### config.mk
export PLATFORM = sky130hd
export DESIGN_NAME = axi_wr_slave_fe
export DESIGN_NICKNAME = d
export VERILOG_FILES = /design/src/rtl/axi_wr_slave_fe.sv
export SDC_FILE = /design/constraint.sdc
export NUM_CORES = 1
export LEC_CHECK = 0
export CAP_MARGIN = 20
export CORE_AREA = 2 2 130 132
export CTS_CLUSTER_SIZE = 28
export DETAILED_ROUTE_END_ITERATION = 8
export DIE_AREA = 0 0 132 134
export GPL_TIMING_DRIVEN = 0
export MAX_ROUTING_LAYER = met4
export PLACE_DENSITY = 0.67
export SLEW_MARGIN = 20
export SYNTH_ARGS = -nofsm -noshare
export SYNTH_HDL_FRONTEND = slang
export SYNTH_SLANG_ARGS = --single-unit
### constraint.sdc
create_clock -name ACLK -period 5.3 [get_ports ACLK]
set_clock_uncertainty 0.2 [all_clocks]
set_input_delay 1.06 -clock ACLK [delete_from_list [all_inputs] [get_ports ACLK]]
set_output_delay 1.06 -clock ACLK [all_outputs]
set_load 0.05 [all_outputs]
### src/rtl/axi_wr_slave_fe.sv
// ---------------------------------------------------------------------------
// axi_wr_slave_fe
//
// AXI write-slave front end of the AXI-to-I2C bridge. Accepts one write burst
// at a time on AW/W, forwards every data beat together with its byte address
// as a single command to the I2C master engine, counts the per-command
// completions coming back, and returns one B response per burst.
//
// Ports
//   ACLK, ARESETn          clock, asynchronous active-low reset
//   AWVALID/AWREADY        write-address handshake
//   AWADDR/AWSIZE/AWBURST  burst start address, log2 bytes per beat, burst type
//   WVALID/WREADY          write-data handshake
//   WLAST/WADATA           last-beat flag and beat data
//   BVALID/BREADY/BRESP    write response (OKAY or SLVERR)
//   cmd_valid/cmd_ready    one-entry registered command stage to the I2C engine
//   cmd_addr/cmd_data      beat byte address and data
//   cmd_last               beat is the last of the burst
//   cmp_valid/cmp_nack     completion pulse from the engine, NACK qualifier
// ---------------------------------------------------------------------------
module axi_wr_slave_fe #(
  parameter int ADDR_WIDTH     = 32,
  parameter int WDATA_WIDTH    = 32,
  parameter int SIZE           = 3,
  parameter int BURST_SIZE     = 2,
  parameter int RESPONSE_WIDTH = 2
) (
  input  logic                      ACLK,
  input  logic                      ARESETn,
  input  logic                      AWVALID,
  output logic                      AWREADY,
  input  logic [ADDR_WIDTH-1:0]     AWADDR,
  input  logic [SIZE-1:0]           AWSIZE,
  input  logic [BURST_SIZE-1:0]     AWBURST,
  input  logic                      WVALID,
  output logic                      WREADY,
  input  logic                      WLAST,
  input  logic [WDATA_WIDTH-1:0]    WADATA,
  output logic                      BVALID,
  input  logic                      BREADY,
  output logic [RESPONSE_WIDTH-1:0] BRESP,
  output logic                      cmd_valid,
  input  logic                      cmd_ready,
  output logic [ADDR_WIDTH-1:0]     cmd_addr,
  output logic [WDATA_WIDTH-1:0]    cmd_data,
  output logic                      cmd_last,
  input  logic                      cmp_valid,
  input  logic                      cmp_nack
);

  // Largest legal AWSIZE: one beat may not be wider than the data bus.
  localparam int MAX_SIZE = $clog2(WDATA_WIDTH / 8);
  localparam logic [8:0] BEAT_MAX = 9'd256;
  localparam logic [BURST_SIZE-1:0] BURST_INCR = BURST_SIZE'(1);
  localparam logic [RESPONSE_WIDTH-1:0] RESP_OKAY   = '0;
  localparam logic [RESPONSE_WIDTH-1:0] RESP_SLVERR = RESPONSE_WIDTH'(2);

  typedef enum logic [1:0] {IDLE, DATA, DRAIN, RESP} state_t;

  state_t                      state_q, state_d;
  logic                        awready_q, awready_d;
  logic [ADDR_WIDTH-1:0]       addr_q, addr_d;
  logic [SIZE-1:0]             size_q, size_d;
  logic [BURST_SIZE-1:0]       burst_q, burst_d;
  logic                        err_q, err_d;
  logic [8:0]                  issued_q, issued_d;
  logic [8:0]                  completed_q, completed_d;
  logic                        cmd_valid_q, cmd_valid_d;
  logic [ADDR_WIDTH-1:0]       cmd_addr_q, cmd_addr_d;
  logic [WDATA_WIDTH-1:0]      cmd_data_q, cmd_data_d;
  logic                        cmd_last_q, cmd_last_d;
  logic                        bvalid_q, bvalid_d;
  logic [RESPONSE_WIDTH-1:0]   bresp_q, bresp_d;

  logic wready;
  logic aw_hs;
  logic w_hs;
  logic cmp_hit;
  logic aw_bad;

  // The output stage can take a new beat when empty or emptying this cycle.
  assign wready  = (state_q == DATA) && (!cmd_valid_q || cmd_ready);
  assign aw_hs   = AWVALID && awready_q;
  assign w_hs    = WVALID && wready;
  assign cmp_hit = cmp_valid && ((state_q == DATA) || (state_q == DRAIN));
  // WRAP and reserved bursts, or beats wider than the bus, are rejected.
  assign aw_bad  = (AWBURST > BURST_INCR) || (int'(AWSIZE) > MAX_SIZE);

  always_ff @(posedge ACLK or negedge ARESETn) begin
    if (!ARESETn) begin
      state_q     <= IDLE;
      awready_q   <= 1'b0;
      addr_q      <= '0;
      size_q      <= '0;
      burst_q     <= '0;
      err_q       <= 1'b0;
      issued_q    <= '0;
      completed_q <= '0;
      cmd_valid_q <= 1'b0;
      cmd_addr_q  <= '0;
      cmd_data_q  <= '0;
      cmd_last_q  <= 1'b0;
      bvalid_q    <= 1'b0;
      bresp_q     <= RESP_OKAY;
    end else begin
      state_q     <= state_d;
      awready_q   <= awready_d;
      addr_q      <= addr_d;
      size_q      <= size_d;
      burst_q     <= burst_d;
      err_q       <= err_d;
      issued_q    <= issued_d;
      completed_q <= completed_d;
      cmd_valid_q <= cmd_valid_d;
      cmd_addr_q  <= cmd_addr_d;
      cmd_data_q  <= cmd_data_d;
      cmd_last_q  <= cmd_last_d;
      bvalid_q    <= bvalid_d;
      bresp_q     <= bresp_d;
    end
  end

  always_comb begin
    state_d     = state_q;
    addr_d      = addr_q;
    size_d      = size_q;
    burst_d     = burst_q;
    err_d       = err_q;
    issued_d    = issued_q;
    completed_d = completed_q;
    cmd_valid_d = cmd_valid_q;
    cmd_addr_d  = cmd_addr_q;
    cmd_data_d  = cmd_data_q;
    cmd_last_d  = cmd_last_q;
    bvalid_d    = bvalid_q;
    bresp_d     = bresp_q;

    if (cmd_valid_q && cmd_ready) begin
      cmd_valid_d = 1'b0;
    end

    // Completions beyond the number of issued commands are spurious and dropped.
    if (cmp_hit) begin
      if (completed_q < issued_q) begin
        completed_d = completed_q + 9'd1;
      end
      if (cmp_nack) begin
        err_d = 1'b1;
      end
    end

    case (state_q)
      IDLE: begin
        if (aw_hs) begin
          addr_d      = AWADDR;
          size_d      = AWSIZE;
          burst_d     = AWBURST;
          err_d       = aw_bad;
          issued_d    = '0;
          completed_d = '0;
          state_d     = DATA;
        end
      end
      DATA: begin
        if (w_hs) begin
          // Beats of a rejected burst are consumed but never forwarded.
          if (!err_q) begin
            cmd_valid_d = 1'b1;
            cmd_addr_d  = addr_q;
            cmd_data_d  = WADATA;
            cmd_last_d  = WLAST;
            issued_d    = issued_q + ((issued_q != BEAT_MAX) ? 9'd1 : 9'd0);
            if (burst_q == BURST_INCR) begin
              addr_d = addr_q + (ADDR_WIDTH'(1) << size_q);
            end
          end
          if (WLAST) begin
            state_d = DRAIN;
          end
        end
      end
      DRAIN: begin
        // completed_d already includes a completion arriving this cycle.
        if (!cmd_valid_q && (completed_d == issued_q)) begin
          bvalid_d = 1'b1;
          bresp_d  = err_d ? RESP_SLVERR : RESP_OKAY;
          state_d  = RESP;
        end
      end
      RESP: begin
        if (BREADY) begin
          bvalid_d = 1'b0;
          state_d  = IDLE;
        end
      end
      default: state_d = IDLE;
    endcase
  end

  // AWREADY is registered so it rises one edge after reset release or B handshake.
  assign awready_d = (state_d == IDLE);

  assign AWREADY   = awready_q;
  assign WREADY    = wready;
  assign BVALID    = bvalid_q;
  assign BRESP     = bresp_q;
  assign cmd_valid = cmd_valid_q;
  assign cmd_addr  = cmd_addr_q;
  assign cmd_data  = cmd_data_q;
  assign cmd_last  = cmd_last_q;

endmodule

==> results of run 1 <==
## final cells by class
cell class | instances | area (um2)
Fill cell | 1415 | 7180
Multi-Input combinational cell | 458 | 3300
Sequential cell | 127 | 3180
Timing Repair Buffer | 149 | 1510
Clock buffer | 19 | 433
Tap cell | 220 | 275
Buffer | 34 | 156
Clock inverter | 13 | 154
Inverter | 27 | 101
## placed cells by master, fill, tap and decap left out, types with 24 or more instances in the layout
cell type	synthesis	layout
inv_1	27	27
dfrtp_1	127	127
ha_1	24	24
clkdlybuf4s50_1	0	146
nor2_1	52	52
o21ai_0	24	24
nand2_1	52	52
clkbuf_1	29	31
a21oi_1	44	44
mux2_2	63	63
## how the worst max path moves through the flow
stage / cells past startpoint / startpoint / endpoint
finish: 12 / cmd_ready / addr_q[25]
global route: 12 / cmd_ready / addr_q[20]
CTS: 12 / cmd_ready / addr_q[25]
detailed placement: 12 / cmd_ready / addr_q[25]
global placement: 1 / ARESETn / cmd_data[26]
floorplan: 11 / cmd_ready / addr_q[20]
## state kept, by name, indices dropped and copies added, names as in the netlist
register	count
addr_q	32
cmd_addr	32
cmd_data	32
completed_q	9
issued_q	9
size_q	3
burst_q	2
state_q	2
AWREADY	1
BRESP	1
BVALID	1
cmd_last	1
cmd_valid	1
err_q	1
## through the flow
step	utilization (%)	cells	setup TNS (ns)
6_report	55.9	1047	0
3_5_place_dp	52.3	1015	0
3_3_place_gp	52.1	1013	-262.40
2_1_floorplan	-	646	0
4_1_cts	55.9	1047	0
5_1_grt	55.9	1047	0
## per-layer routing
layer / track usage, % / share of wire, % / up-vias
met5: - / 0 / -
met4: 6.22 / 1.3 / 0
met3: 4.91 / 5.5 / 31
met2: 35.4 / 49 / 190
met1: 27.6 / 44 / 2751
li1: - / - / 2663
## logic make-up after synthesis
| family | Yosys count | share of synthesized area (%) |
|---|---|---|
| AOI/OAI and AO/OA | 140 | 14.0 |
| xor gates and xnor gates | 24 | 3.12 |
| adders and majority gates | 25 | 4.75 |
| buffers and inverters | 61 | 3.83 |
| DFF | 127 | 47.2 |
| muxes | 77 | 12.6 |
| other | 1 | 0.0557 |
| and+or+nand+nor | 191 | 14.5 |
## critical path, stage by stage
cell and delay, ns:
clkdlybuf4s50_1 0.45, nand2b_1 0.12, and2_1 0.13, clkbuf_1 0.16, nand3b_1 0.47, nor3b_1 0.41
o21a_1 0.19, clkbuf_1 0.35, clkbuf_1 0.47, nand2_1 0.11, mux2i_1 0.16, a21oi_1 0.09
## report_power, final
| group | internal, mW | leakage, nW | switching, mW |
|---|---|---|---|
| registers | 1.38 | 1.58 | 0.317 |
| clock network | 0.703 | 0.285 | 0.470 |
| logic | 1.15 | 2.02 | 1.89 |
| total | 3.23 | 3.88 | 2.68 |
==> impl_metrics.toml, run 1 <==
[outcome]
outcome = "finished, final reports clean"

[routing]
vias = 5635
wl_um = 18300
routedWlPerCell_um = 17.5
drt-initial-drc-count = 263
route.detailed.drc = 0
drt.antenna.violating_nets = 0
dr.pass1.iters = 5
viasPerCell = 5.38

[clock_network]
clkTransAtPathRegs_ns = 0.06
root_buffer = "clkbuf_16"
clkSinkCount = 127
cts_tree = "done"
clock_latency_ns = 0.42
cts_buffer_depth = 2
h-tree-depth = 4
post_cts_resize_count = 0
postCtsHoldBufs = 0
post_cts_buffers = 0
numCtsBuffers = 17

[sta]
fin_crit_sh_pct = 77.7
tightest_slew_ns = 0.704
slew_headroom_pct = 53.0
fmax_mhz = 243
final.min_clock_period_ns = 4.12
timing.hold.ws_ns = 0.277
hold_viol_final = 0
worst_slack_ns = 1.18
setup_viol_count_final = 0
maxSlewViolCount = 0
rsz0062_at_grt = "false"

[synth]
yosys_warnings = 0
synth_area_um2 = 6740
syn_nets = 749
ys_types = 69
yosysMostFrequentCell = "dfrtp_1"
yosysSeqAreaShare_pct = 47.2
synth_edf_count = 0
synth_area_leader_cell = "dfrtp_1"
syn_inst = 646
synth_seq_cells = 127
synthTopCellsByCount = "dfrtp_1, mux2_2, nand2_1, nor2_1, a21oi_1"
syn_avg_cell_area_um2 = 10.4
ys_top_cells_by_area = "dfrtp_1, mux2_2, ha_1"
async_flop_share_pct = 100
synth_top_flop_cell = "dfrtp_1"
synth.top_cell.area_share_pct = 47.2

[min_path]
min_path_cells = 2
hold_class = "reg -> reg"
hold_start = "burst_q[0]"
min_to = "burst_q[0]"

[placed_design]
portBuffers = 147
place_ws_ns = 0.793
placed_area_um2 = 8520
gp_congestion = 0.889
dp_hpwl_um = 13400

[setup_path]
endpoint_kind = "flop"
crit_required_ns = 5.37
reg2reg_slack_ns = 1.26
crit_fanout = 10
critPathKind = "in -> reg"
rr_endpoint = "addr_q[25]"
worst_ep_arrival_time_ns = 4.19
startpoint_type = "primary input"
worst_r2r_path_depth = 13
regToRegStartpoint = "state_q[1]"

[floorplanning]
die_area_um2 = 17700
core_area_um2 = 16300
ioPinCount = 149
die_x_um = 132
num_rows = 47
die_h_um = 134
start_util_pct = 41.4

[cells_and_area]
final_nets = 917
final_area_um2 = 9110
drive_gt1_share_pct = 14.8
syn_to_final_growth_pct = 35.2
n_antenna_cell = 0

[power]
finalPower_mw = 5.91
peakVddDrop_mv = 0.391
power_density_nw_per_um2 = 649
power_leakage_nw = 3.88

[global_route]
grt_pass1_wl_um = 30100
antenna_found_initial = 0
track_usage_pct = 21.8
grt_max_degree = 89
grt_pass1_vias = 5925
gr-total-overflow = 0

[run]
cap_violations = 0
Power figures use the tool's default switching activity.
==> inputs of run 2 (changes only) <==
--- a/config.mk
+++ b/config.mk
@@ -12,7 +12,7 @@
 export DIE_AREA = 0 0 132 134
 export GPL_TIMING_DRIVEN = 0
 export MAX_ROUTING_LAYER = met4
-export PLACE_DENSITY = 0.67
+export PLACE_DENSITY = 0.69
 export SLEW_MARGIN = 20
 export SYNTH_ARGS = -nofsm -noshare
 export SYNTH_HDL_FRONTEND = slang
==> constraint.sdc (replaced) <==
create_clock -name ACLK -period 3.35 [get_ports ACLK]
set_clock_uncertainty 0.2 [all_clocks]
set_input_delay 0.67 -clock ACLK [delete_from_list [all_inputs] [get_ports ACLK]]
set_output_delay 0.67 -clock ACLK [all_outputs]
set_load 0.05 [all_outputs]
==> impl_metrics.toml, run 2 (synthesis gave the netlist of run 1 again) <==
[global_route]
grt_pass1_vias = 5908
grt_pass1_wl_um = 30300
gr-total-overflow = 0
antenna_found_initial = 0
track_usage_pct = 22.1
grt_max_degree = 86

[clock_network]
root_buffer = "clkbuf_16"
h-tree-depth = 4
numCtsBuffers = 17
clkSinkCount = 127
clkTransAtPathRegs_ns = 0.06
cts_tree = "done"
cts_buffer_depth = 2
clock_latency_ns = 0.41

[setup_path]
max_stage_delay_ns = 0.58
critPathKind = "reg -> reg"
endpoint_kind = "flop"
crit_start = "issued_q[6]"
worst_ep_arrival_time_ns = 3.35
rr_endpoint = "BRESP[1]"
slowest_stage = "a2111o_4"
crit_required_ns = 3.44
regToRegStartpoint = "issued_q[6]"
reg2reg_slack_ns = 0.08
crit_fanout = 8
crit_chain = "inv_2 > ha_4 > a211oi_2 > o2111ai_2 > a2111o_4 > buf_12 > nor2_8 > mux2i_1 > a222oi_1 > buf_4 > nand4_1 > mux2i_1"
startpoint_type = "flop"
path_common_cell = "mux2i_1"
worst_r2r_path_depth = 12
critPathCapture = "BRESP[1]"

[routing]
vias = 5654
dr.pass1.iters = 4
routedWlPerCell_um = 17.4
drt.antenna.violating_nets = 0
viasPerCell = 5.34
route.detailed.drc = 0
wl_um = 18400
drt-initial-drc-count = 262

[power]
peakVddDrop_mv = 0.688
power_density_nw_per_um2 = 997
power_leakage_nw = 3.96

[sta]
setup_viol_count_final = 0
timing.hold.ws_ns = 0.272
final.min_clock_period_ns = 3.27
fmax_mhz = 306
maxSlewViolCount = 0
fin_crit_sh_pct = 97.5
tightest_slew_ns = 0.666
slew_headroom_pct = 55.6
fin_setup_tns_ns = 0
hold_viol_final = 0

[run]
cap_violations = 0

[min_path]
hold_class = "reg -> reg"

[floorplanning]
start_util_pct = 41.4
ioPinCount = 149
num_rows = 47
core_area_um2 = 16300
die_area_um2 = 17700
die_h_um = 134
die_x_um = 132

[placed_design]
dp_hpwl_um = 13600
gp_congestion = 0.905
portBuffers = 147

[outcome]
outcome = "finished, final reports clean"

[cells_and_area]
layout_commonest_cell = "clkdlybuf4s50_1"
final_cell_mix = "clkdlybuf4s50_1, dfrtp_1, mux2_2"
final_util_pct = 57.0
drive_gt1_share_pct = 20.0
n_antenna_cell = 0
final_nets = 930
syn_to_final_growth_pct = 37.8
## run 2: cell count changes in the layout (fill, tap and decap cells not counted), moves of 3 or more
cell,before,now
buf_4,2,19
clkbuf_1,31,21
clkbuf_2,0,4
clkinv_2,1,7
clkinv_4,4,1
dfrtp_1,127,120
dfrtp_2,0,7
ha_1,24,20
inv_1,27,22
inv_2,0,4
inv_6,4,0
## run 2: worst max-delay path: cells and delay by family, from the launching register on
| kind | cells | cell delay, ns |
|---|---|---|
| buf+inv | 3 | 0.46 |
| compound gates | 4 | 1.29 |
| simple gates | 2 | 0.30 |
| mux | 2 | 0.28 |
| fa+ha+maj | 1 | 0.22 |
| flops | 1 | 0.38 |
## run 2: through the flow
| step | setup WS, ns | cells | area, um2 | power (mW) |
|---|---|---|---|---|
| finish | 0.0847 | 1059 | 9280 | 9.26 |
| global route | -0.0415 | 1059 | 9280 | 9.83 |
| CTS | 0.0241 | 1050 | 9150 | 9.26 |
| detailed placement | -0.774 | 1014 | 8520 | 7.51 |
| global placement | -3.61 | 1013 | 8480 | 7.36 |
| floorplan | 0.0535 | 646 | 6740 | 5.92 |
## run 2: repair_timing
action / in CTS / in global routing
pin swaps: 6 / 6
hold endpoints to repair: 42 / 0
hold buffers: 1 / 0
resized for setup: 8 / 31
endpoints found under the setup margin: 57 / 50
setup buffers: 9 / 9
## run 2: layout make-up
type / count / area (um2)
buffer: 29 / 143
clock buffer: 19 / 443
clock inverter: 12 / 96.3
fill: 1393 / 7010
inverter: 27 / 104
multi-input combinational: 458 / 3380
sequential: 127 / 3190
tap: 220 / 275
timing repair buffer: 167 / 1660
## run 2: per-layer routing
| metal | wire length, um | global-route usage [%] | vias up |
|---|---|---|---|
| met5 | 0 | - | - |
| met4 | 250 | 7.49 | 0 |
| met3 | 987 | 5.48 | 22 |
| met2 | 8990 | 34.3 | 164 |
| met1 | 8150 | 28.4 | 2788 |
| li1 | - | - | 2680 |
## run 2: worst min path at each step
stage / from / end / slack (ns) / cells past startpoint
5_1_grt: cmd_addr[28] / cmd_addr[28] / 0.31 / 1
3_3_place_gp: burst_q[0] / burst_q[0] / 0.26 / 2
2_1_floorplan: ARESETn / AWREADY / 0.17 / 0
6_report: burst_q[0] / burst_q[0] / 0.27 / 2
3_5_place_dp: burst_q[0] / burst_q[0] / 0.26 / 2
4_1_cts: burst_q[0] / burst_q[0] / 0.28 / 2
## run 2: power breakdown
part           switching (mW)  internal, mW
Sequential              0.532          2.19
Clock                   0.662          1.02
Combinational            2.98          1.86
==> inputs of run 3 (changes only) <==
--- a/config.mk
+++ b/config.mk
@@ -5,7 +5,7 @@
 export SDC_FILE = /design/constraint.sdc
 export NUM_CORES = 1
 export LEC_CHECK = 0
-export CAP_MARGIN = 20
+export CAP_MARGIN = 40
 export CORE_AREA = 2 2 130 132
 export CTS_CLUSTER_SIZE = 28
 export DETAILED_ROUTE_END_ITERATION = 8
@@ -13,7 +13,6 @@
 export GPL_TIMING_DRIVEN = 0
 export MAX_ROUTING_LAYER = met4
 export PLACE_DENSITY = 0.69
-export SLEW_MARGIN = 20
 export SYNTH_ARGS = -nofsm -noshare
 export SYNTH_HDL_FRONTEND = slang
 export SYNTH_SLANG_ARGS = --single-unit
==> impl_metrics.toml, run 3 (synthesis gave the netlist of run 1 again) <==
[cells_and_area]
drive_gt1_share_pct = 20.4
syn_to_final_growth_pct = 39.7
final_cell_mix = "clkdlybuf4s50_1, dfrtp_1, mux2_2"
layout_commonest_cell = "clkdlybuf4s50_1"
n_antenna_cell = 0
final_nets = 936
final_cells = 1066

[clock_network]
clkTransAtPathRegs_ns = 0.06
root_buffer = "clkbuf_16"
clock_latency_ns = 0.43
cts_tree = "done"
numCtsBuffers = 17
cts_buffer_depth = 2
clkSinkCount = 127
h-tree-depth = 4

[power]
power_leakage_nw = 4.02
power_density_nw_per_um2 = 1020
peakVddDrop_mv = 0.630

[floorplanning]
core_area_um2 = 16300
die_h_um = 134
die_area_um2 = 17700
num_rows = 47
start_util_pct = 41.4
ioPinCount = 149
die_x_um = 132

[setup_path]
crit_start = "issued_q[6]"
reg2reg_slack_ns = 0.12
critPathTopFamily = "compound AO/OA/AOI/OAI gates"
max_stage_delay_ns = 0.57
path_buf_inv = 2
regToRegStartpoint = "issued_q[6]"
startpoint_type = "flop"
crit_chain = "inv_2 > ha_4 > a211oi_2 > o2111ai_2 > a2111o_4 > buf_4 > nor2_1 > mux2i_1 > o2111a_1 > nand4_1 > mux2i_1"
worst_ep_arrival_time_ns = 3.33
slowest_stage = "a2111o_4"
crit_required_ns = 3.45
crit_fanout = 7
endpoint_kind = "flop"
critPathKind = "reg -> reg"
path_common_cell = "mux2i_1"

[sta]
hold_viol_final = 0
final.min_clock_period_ns = 3.23
tightest_slew_ns = 0.671
setup_viol_count_final = 0
fin_crit_sh_pct = 96.5
maxSlewViolCount = 0
fmax_mhz = 309
fin_setup_tns_ns = 0
worst_slack_ns = 0.118
slew_headroom_pct = 55.3

[run]
cap_violations = 0

[routing]
viasPerCell = 5.36
vias = 5709
route.detailed.drc = 0
wl_um = 18600
drt-initial-drc-count = 351
drt.antenna.violating_nets = 0
dr.pass1.iters = 5
routedWlPerCell_um = 17.4

[placed_design]
dp_hpwl_um = 13700
place_ws_ns = -0.775
portBuffers = 147
dp_cells = 1015
gp_congestion = 0.905

[global_route]
grt_pass1_vias = 5993
grt_max_degree = 86
track_usage_pct = 22.3
grt_pass1_wl_um = 30600
gr-total-overflow = 0
antenna_found_initial = 0

[outcome]
outcome = "finished, final reports clean"

[min_path]
hold_start = "burst_q[0]"
hold_class = "reg -> reg"
==> run 3: cell types whose count changed in the layout (fill, tap and decap cells not counted), moves of 2 or more <==
cell | previous run | this run
clkinv_2 | 7 | 1
buf_4 | 19 | 24
bufinv_16 | 1 | 4
inv_6 | 0 | 2
==> run 3: path summary, 6_finish.rpt <==
check,endpoint,depth (start not counted)
setup reg to reg,BRESP[1],11
hold reg to reg,burst_q[0],2
min in group asynchronous,completed_q[3],2
max in group asynchronous,cmd_addr[10],3
setup / recovery,BRESP[1],11
hold / removal,burst_q[0],2
==> run 3: what timing repair did <==
item                       in CTS  in global routing
hold buffers                    1                  0
setup endpoints to repair      57                 40
resized for setup               9                 25
hold endpoints to repair       42                  0
buffers inserted                8                 15
pin swaps                       7                  9
==> run 3: through the flow <==
stage / total power [mW] / instance area [um2] / utilization, % / hold WS, ns
5_1_grt: 10.1 / 9410 / 57.8 / 0.316
2_1_floorplan: 5.92 / 6740 / - / 0.174
3_5_place_dp: 7.51 / 8520 / 52.3 / 0.264
6_report: 9.57 / 9410 / 57.8 / 0.272
3_3_place_gp: 7.36 / 8480 / 52.1 / 0.255
4_1_cts: 9.57 / 9250 / 56.8 / 0.279
==> run 3: per-layer routing <==
layer	part of all wire (%)	global-route usage, %	vias up
li1	-	-	2693
met1	44	28.3	2797
met2	49	36.1	196
met3	5.5	4.99	23
met4	1.1	6.58	0
met5	0	-	-
==> run 3: worst register-to-register path: stages, from the launching register on <==
cell,delay (ns)
dfrtp_1,0.39
inv_2,0.11
ha_4,0.22
a211oi_2,0.21
o2111ai_2,0.15
a2111o_4,0.57
buf_4,0.18
nor2_1,0.19
mux2i_1,0.24
o2111a_1,0.28
nand4_1,0.20
mux2i_1,0.17
==> run 3: final cells by class <==
cell class | instances | area [um2]
flip-flops and latches | 127 | 3190
clock buffers | 20 | 457
clock inverters | 12 | 183
well taps | 220 | 275
inverters | 27 | 108
multi-input cells | 458 | 3360
repair buffers | 173 | 1700
fillers | 1380 | 6880
plain buffers | 29 | 141
==> run 3: report_power, final <==
group	switching, mW	internal [mW]	total [mW]
combinational	2.99	1.87	4.86
sequential	0.531	2.19	2.72
clock	0.704	1.29	1.99
